$ cat src/rtl/game_frame_sequencer_pkg.sv
// Shared definitions for the sine-wave game: phase encoding, screen geometry
// and the default animation/scroll constants that the scene logic also uses.
package game_pkg;

  typedef enum logic [1:0] {
    ST_INTRO = 2'd0,
    ST_PLAY  = 2'd1,
    ST_CRASH = 2'd2,
    ST_WAIT  = 2'd3
  } game_state_t;

  localparam int SCREEN_WIDTH      = 640;
  localparam int SCREEN_HEIGHT     = 480;
  localparam int ANIM_LENGTH_DEF   = 110;
  localparam int SCROLL_PERIOD_DEF = 400;

  // 10-bit increment that sticks at all-ones instead of wrapping.
  function automatic logic [9:0] sat_inc10(input logic [9:0] v);
    return (v == 10'h3FF) ? v : v + 10'd1;
  endfunction

endpackage

$ cat src/rtl/game_frame_sequencer_if.sv
// Sequencer <-> scene bundle: frame timing and collision in, game state out.
interface game_frame_sequencer_if;
  logic       vsync;
  logic       video_active;
  logic       hit;
  logic       btn_start;
  logic [9:0] animation;
  logic [9:0] x_offset;
  logic       game_started;
  logic       game_over;
  logic [9:0] score;

  modport master (
    input  vsync, video_active, hit, btn_start,
    output animation, x_offset, game_started, game_over, score
  );

  modport slave (
    output vsync, video_active, hit, btn_start,
    input  animation, x_offset, game_started, game_over, score
  );
endinterface

$ cat src/rtl/game_frame_sequencer_rise_detect.sv
// Rising-edge detector with an optional SYNC-deep synchronizer in front;
// emits a single-cycle pulse per low-to-high transition.
module rise_detect #(
  parameter int SYNC = 0
) (
  input  logic clk,
  input  logic reset,
  input  logic d,
  output logic pulse
);
  logic s;
  logic prev_q;

  generate
    if (SYNC > 0) begin : g_sync
      logic [SYNC-1:0] sync_q;
      always_ff @(posedge clk) begin
        if (reset) begin
          sync_q <= '0;
        end else begin
          sync_q[0] <= d;
          for (int i = 1; i < SYNC; i++) sync_q[i] <= sync_q[i-1];
        end
      end
      assign s = sync_q[SYNC-1];
    end else begin : g_nosync
      assign s = d;
    end
  endgenerate

  always_ff @(posedge clk) begin
    if (reset) prev_q <= 1'b0;
    else       prev_q <= s;
  end

  assign pulse = s & ~prev_q;
endmodule

$ cat src/rtl/game_frame_sequencer.sv
// Frame-synchronous game controller: intro box grow, scrolling play, crash hold
// and wait-for-restart, all advanced once per vsync rising edge.
module game_frame_sequencer
  import game_pkg::*;
#(
  parameter int ANIM_LENGTH      = ANIM_LENGTH_DEF,
  parameter int ANIM_STEP        = 3,
  parameter int SCROLL_PERIOD    = SCROLL_PERIOD_DEF,
  parameter int SCROLL_STEP_INIT = 4,
  parameter int SCROLL_STEP_MAX  = 8,
  parameter int SPEEDUP_FRAMES   = 256,
  parameter int CRASH_FRAMES     = 120
) (
  input logic             clk,
  input logic             reset,
  game_frame_sequencer_if.master gif
);
  localparam logic [10:0] ANIM_LEN_W  = 11'(ANIM_LENGTH);
  localparam logic [10:0] ANIM_STEP_W = 11'(ANIM_STEP);
  localparam logic [10:0] PERIOD_W    = 11'(SCROLL_PERIOD);
  localparam logic [9:0]  STEP_INIT_W = 10'(SCROLL_STEP_INIT);
  localparam logic [9:0]  STEP_MAX_W  = 10'(SCROLL_STEP_MAX);
  localparam logic [9:0]  SPEEDUP_W   = 10'(SPEEDUP_FRAMES);
  localparam logic [9:0]  CRASH_W     = 10'(CRASH_FRAMES);

  game_state_t state_q;
  logic [9:0]  anim_q, x_q, score_q, step_q, spd_q, crash_q;
  logic        started_q, over_q, hit_seen, press_pend;
  logic        tick, press;

  rise_detect #(.SYNC(0)) u_vsync_rise (.clk(clk), .reset(reset), .d(gif.vsync),     .pulse(tick));
  rise_detect #(.SYNC(2)) u_btn_rise   (.clk(clk), .reset(reset), .d(gif.btn_start), .pulse(press));

  logic [10:0] anim_sum, x_sum;
  logic [9:0]  anim_nxt, x_nxt, spd_nxt, crash_nxt, step_nxt;

  // Sums are one bit wider so the clamp/wrap compare never sees an overflow.
  always_comb begin
    anim_sum  = {1'b0, anim_q} + ANIM_STEP_W;
    anim_nxt  = (anim_sum >= ANIM_LEN_W) ? ANIM_LEN_W[9:0] : anim_sum[9:0];
    x_sum     = {1'b0, x_q} + {1'b0, step_q};
    x_nxt     = (x_sum >= PERIOD_W) ? 10'(x_sum - PERIOD_W) : x_sum[9:0];
    spd_nxt   = spd_q + 10'd1;
    crash_nxt = crash_q + 10'd1;
    step_nxt  = (step_q >= STEP_MAX_W) ? STEP_MAX_W : step_q + 10'd1;
  end

  always_ff @(posedge clk) begin
    if (reset) begin
      state_q    <= ST_INTRO;
      anim_q     <= '0;
      x_q        <= '0;
      score_q    <= '0;
      step_q     <= STEP_INIT_W;
      spd_q      <= '0;
      crash_q    <= '0;
      started_q  <= 1'b0;
      over_q     <= 1'b0;
      hit_seen   <= 1'b0;
      press_pend <= 1'b0;
    end else begin
      // Hit and press are gathered over the frame and consumed by the tick.
      if (tick)                               hit_seen <= 1'b0;
      else if (gif.hit && gif.video_active)   hit_seen <= 1'b1;
      if (tick)       press_pend <= 1'b0;
      else if (press) press_pend <= 1'b1;

      if (tick) begin
        unique case (state_q)
          ST_INTRO: begin
            anim_q <= anim_nxt;
            if (anim_nxt == ANIM_LEN_W[9:0]) begin
              state_q   <= ST_PLAY;
              started_q <= 1'b1;
            end
          end
          ST_PLAY: begin
            if (hit_seen) begin
              state_q   <= ST_CRASH;
              started_q <= 1'b0;
              over_q    <= 1'b1;
            end else begin
              x_q     <= x_nxt;
              score_q <= sat_inc10(score_q);
              if (spd_nxt == SPEEDUP_W) begin
                spd_q  <= '0;
                step_q <= step_nxt;
              end else begin
                spd_q  <= spd_nxt;
              end
            end
          end
          ST_CRASH: begin
            crash_q <= crash_nxt;
            if (crash_nxt == CRASH_W) state_q <= ST_WAIT;
          end
          ST_WAIT: begin
            if (press_pend) begin
              state_q <= ST_INTRO;
              anim_q  <= '0;
              x_q     <= '0;
              score_q <= '0;
              step_q  <= STEP_INIT_W;
              spd_q   <= '0;
              crash_q <= '0;
              over_q  <= 1'b0;
            end
          end
          default: state_q <= ST_INTRO;
        endcase
      end
    end
  end

  assign gif.animation    = anim_q;
  assign gif.x_offset     = x_q;
  assign gif.score        = score_q;
  assign gif.game_started = started_q;
  assign gif.game_over    = over_q;
endmodule
$ cat src/flat_wrapper.sv
// flat-port wrapper written by rule: the top's interface ports become plain ports
module game_frame_sequencer_flat import game_pkg::*;
#(
  parameter int ANIM_LENGTH      = ANIM_LENGTH_DEF,
  parameter int ANIM_STEP        = 3,
  parameter int SCROLL_PERIOD    = SCROLL_PERIOD_DEF,
  parameter int SCROLL_STEP_INIT = 4,
  parameter int SCROLL_STEP_MAX  = 8,
  parameter int SPEEDUP_FRAMES   = 256,
  parameter int CRASH_FRAMES     = 120
)
  (clk, reset, gif_vsync, gif_video_active, gif_hit, gif_btn_start, gif_animation, gif_x_offset, gif_game_started, gif_game_over, gif_score);
  game_frame_sequencer_if gif_i ();
  input logic clk;
  input logic reset;
  input wire logic [$bits(gif_i.vsync)-1:0] gif_vsync;
  input wire logic [$bits(gif_i.video_active)-1:0] gif_video_active;
  input wire logic [$bits(gif_i.hit)-1:0] gif_hit;
  input wire logic [$bits(gif_i.btn_start)-1:0] gif_btn_start;
  output wire logic [$bits(gif_i.animation)-1:0] gif_animation;
  output wire logic [$bits(gif_i.x_offset)-1:0] gif_x_offset;
  output wire logic [$bits(gif_i.game_started)-1:0] gif_game_started;
  output wire logic [$bits(gif_i.game_over)-1:0] gif_game_over;
  output wire logic [$bits(gif_i.score)-1:0] gif_score;
  assign gif_i.vsync = gif_vsync;
  assign gif_i.video_active = gif_video_active;
  assign gif_i.hit = gif_hit;
  assign gif_i.btn_start = gif_btn_start;
  assign gif_animation = gif_i.animation;
  assign gif_x_offset = gif_i.x_offset;
  assign gif_game_started = gif_i.game_started;
  assign gif_game_over = gif_i.game_over;
  assign gif_score = gif_i.score;
  game_frame_sequencer #(.ANIM_LENGTH(ANIM_LENGTH), .ANIM_STEP(ANIM_STEP), .SCROLL_PERIOD(SCROLL_PERIOD), .SCROLL_STEP_INIT(SCROLL_STEP_INIT), .SCROLL_STEP_MAX(SCROLL_STEP_MAX), .SPEEDUP_FRAMES(SPEEDUP_FRAMES), .CRASH_FRAMES(CRASH_FRAMES)) u_core (.clk(clk), .reset(reset), .gif(gif_i));
endmodule
$ cat config.mk
export PLATFORM = sky130hd
export DESIGN_NAME = game_frame_sequencer_flat
export DESIGN_NICKNAME = d
export VERILOG_FILES = /design/src/rtl/game_frame_sequencer_pkg.sv /design/src/rtl/game_frame_sequencer_if.sv /design/src/rtl/game_frame_sequencer_rise_detect.sv /design/src/rtl/game_frame_sequencer.sv /design/src/flat_wrapper.sv
export SDC_FILE = /design/constraint.sdc
export NUM_CORES = 1
export LEC_CHECK = 0
export BUFFER_PORTS_ARGS = -buffer_cell sky130_fd_sc_hd__buf_2
export CAP_MARGIN = 20
export CORE_MARGIN = 2
export CORE_UTILIZATION = 30
export CTS_CLUSTER_DIAMETER = 60
export DETAILED_ROUTE_END_ITERATION = 12
export GPL_ROUTABILITY_DRIVEN = 0
export PLACE_DENSITY = 0.58
export SETUP_SLACK_MARGIN = 0.15
export SYNTH_ARGS = -nofsm -noshare
export SYNTH_HDL_FRONTEND = slang
export SYNTH_SLANG_ARGS = --single-unit
$ cat constraint.sdc
create_clock -name clk -period 3.1 [get_ports clk]
set_clock_uncertainty 0.1 [all_clocks]
set_input_delay 0.62 -clock clk [delete_from_list [all_inputs] [get_ports clk]]
set_output_delay 0.62 -clock clk [all_outputs]
set_load 0.005 [all_outputs]
==> flow_summary.ini <==
[run_status]
outcome = finished, final reports clean

[timing]
fmax_ghz = 0.358
worst_slack_ns = 0.304
fin_crit_sh_pct = 90.2
max_slew_margin_pct = 47.6
rsz0062_at_grt = true
holdWs_ns = 0.356
setup_violations = 0
min_period_ns = 2.80
tightest_slew_ns = 0.781
setup_tns_ns = 0
slew_viol_final = 0
finalHoldViolCount = 0

[finish]
design_area_sq_mm = 0.00487
fillCellCount = 1360
nets = 580
final_cells = 731
area_growth_pct = 21.2
post-route-util_pct = 37.0
n_antenna_cell = 0
drive_gt1_share_pct = 18.4

[route]
drt-total-wl_microns = 10300
drc = 0
drtIter0Drc = 241
ant_nets = 0
first_pass_iters = 7
vias = 3842
wl_per_cell_microns = 14.1
viasPerCell = 5.26

[logic_synthesis]
ys_ff_latch = 70
netlist_top_cells_area = dfxtp_1 (35%), nor2_1 (8.5%), ha_1 (7.2%), a21oi_1 (4.7%), nand2_1 (3.1%)
avgSynthCellArea_sq_um = 7.98
synth_edf_count = 0
synth_top_area_share_pct = 34.9
synth_top_area_cell = dfxtp_1
ys_types = 61
synth_area_sq_mm = 0.00402
yosys.area_share.simple_pct = 27.0
synth_cells = 503
seq_area_frac_synth_pct = 34.9
synthXorXnorAreaFrac_pct = 4.99
synth-async-reset-ratio_pct = 0
yosys_warnings = 0
synth.area.mux_share_pct = 0.779
synth-compound-area-share_pct = 21.6
synth_top_family_by_area = simple AND/OR/NAND/NOR gates
syn_nets = 533
ys.flop_type = dfxtp_1
synth_fa_ha_area_share_pct = 7.67

[place]
dp_hpwl_microns = 7290
dp_cells = 705
placed_cell_area_sq_mm = 0.00440
preCtsSetupSlack_ns = 0.0669
portBuffers = 37

[cts]
postCtsHoldBufs = 0
cts_tree = yes
ctsHtreeMaxLevel = 3
insertion_delay_ns = 0.34
cts_buffers = 9
cts_root_buf = clkbuf_16
clock-sinks = 70
clk_pin_slew_ns = 0.06
clk_path_buf_depth = 2

[global_route]
overflow = 0
grt_pass1_vias = 3544
grt_max_degree = 41
grt_pass1_wl_microns = 16800
grt_util_all_layers_pct = 14.6
antenna_found_initial = 0

[die]
die_height_microns = 120
rows = 42
start_util_pct = 30.6
io_pins = 38
die_area_sq_mm = 0.0143
core_area_sq_mm = 0.0131
die_w_microns = 120

[critical_path]
crit_arrival_ns = 2.91
end_kind = flip-flop
critPathMaxFanout = 7
startpoint = u_core.gif.x_offset[4]
critPathKind = flip-flop to flip-flop
start_kind = flip-flop
r2r-start = u_core.gif.x_offset[4]
required_ns = 3.21

[min_path]
min_path_type = flip-flop to flip-flop
hold_start = u_core.u_btn_rise.g_sync.sync_q[0]

[pwr]
cellLeakagePower_nw = 2.05
power_mw = 1.95
p_per_area_mw_per_mm2 = 401
irDropWorstVdd_mv = 0.251

[flow_run]
drv_cap = 0
-- Yosys cell counts (all sizes together), types with 11 or more instances --
| cell type | number |
|---|---|
| a21oi | 38 |
| and3 | 17 |
| clkbuf | 17 |
| dfxtp | 70 |
| ha | 23 |
| inv | 14 |
| nand2 | 33 |
| nand3 | 20 |
| nor2 | 91 |
| nor2b | 11 |
| nor3 | 16 |
| o21ai | 23 |
| xnor2 | 12 |
-- area by class of cell --
type | instances | area (sq um) | share of cell area (%)
clock buffers | 11 | 243 | 4.99
clock inverters | 5 | 35.0 | 0.720
inverters | 14 | 52.6 | 1.08
multi-input cells | 401 | 2590 | 53.2
flip-flops and latches | 70 | 1410 | 29.1
well taps | 176 | 220 | 4.53
repair buffers | 54 | 313 | 6.43
-- power breakdown --
group	switching [mW]	leakage (nW)	internal, mW
clock	0.398	0.135	0.563
sequential	0.00995	0.569	0.905
combinational	0.0481	1.35	0.0279
total	0.456	2.05	1.50
-- flip-flops by register name, summed over array words and instances, names as in the netlist --
name,flops
u_core.crash_q,10
u_core.u_btn_rise.prev_q,1
u_core.hit_seen,1
u_core.state_q,2
u_core.step_q,10
u_core.gif.game_over,1
u_core.gif.score,10
u_core.gif.x_offset,10
u_core.press_pend,1
u_core.gif.animation,10
u_core.spd_q,10
u_core.gif.game_started,1
u_core.u_vsync_rise.prev_q,1
u_core.u_btn_rise.g_sync.sync_q,2
-- cell usage in the layout (no fill, tap or decap), types with 3 or more instances in the layout --
| cell type | netlist | routed |
|---|---|---|
| nand4_1 | 6 | 6 |
| buf_2 | 1 | 37 |
| xnor2_1 | 12 | 11 |
| o21ai_0 | 22 | 22 |
| nand2_1 | 33 | 33 |
| clkbuf_16 | 0 | 9 |
| nor3b_1 | 8 | 8 |
| and3_1 | 16 | 16 |
| dfxtp_2 | 0 | 4 |
| o21a_1 | 4 | 4 |
| nor4_1 | 3 | 3 |
| o211a_1 | 4 | 4 |
| a31oi_1 | 9 | 7 |
| buf_4 | 0 | 17 |
| xor2_1 | 9 | 8 |
| nand3_1 | 19 | 19 |
| a21o_1 | 5 | 4 |
| a21oi_1 | 38 | 37 |
| a211oi_1 | 3 | 3 |
| nor2_1 | 91 | 90 |
| nor3_1 | 16 | 15 |
| o211ai_1 | 6 | 6 |
| nor2b_1 | 11 | 10 |
| nand3b_1 | 4 | 4 |
| ha_1 | 23 | 20 |
| a311oi_1 | 5 | 5 |
| and2_1 | 6 | 6 |
| dfxtp_1 | 70 | 64 |
| inv_1 | 14 | 14 |
| a22oi_1 | 7 | 7 |
-- kinds of logic after synthesis --
family / count (synthesis)
AND/OR/NAND/NOR: 224
AO/OA/AOI/OAI: 128
flip-flops: 70
buffers and inverters: 32
adder cells (fa/ha/maj): 24
XOR/XNOR: 22
multiplexers: 3
-- critical path, stage by stage, from the launching register on --
cell	delay, ns
dfxtp_2	0.34
ha_4	0.28
a21o_4	0.23
a31oi_4	0.17
a21boi_2	0.08
or2_2	0.33
ha_1	0.22
nand3_1	0.09
nor2_2	0.05
o211ai_2	0.23
nand3_2	0.16
buf_4	0.17
xnor2_1	0.11
o21ai_0	0.08
-- layer usage --
layer,up-vias,track usage [%],part of all wire [%]
met5,-,0,0
met4,0,6.32,2.8
met3,26,4.56,5.4
met2,94,23.4,47
met1,1817,17.9,45
li1,1905,-,-
-- repair_timing --
item / CTS / global route
endpoints found under the setup margin: 3 / 6
gates resized for setup: 6 / 21
setup buffers: 7 / 3
pin swaps: 3 / 8
-- worst paths after layout --
kind | to | slack (ns) | depth (start not counted)
worst max-delay path | u_core.gif.x_offset[4] | 0.30 | 13
worst min-delay path | u_core.u_btn_rise.g_sync.sync_q[1] | 0.36 | 1
worst max register to register | u_core.gif.x_offset[4] | 0.30 | 13
worst min register to register | u_core.u_btn_rise.g_sync.sync_q[1] | 0.36 | 1
Power figures use the tool's default switching activity.
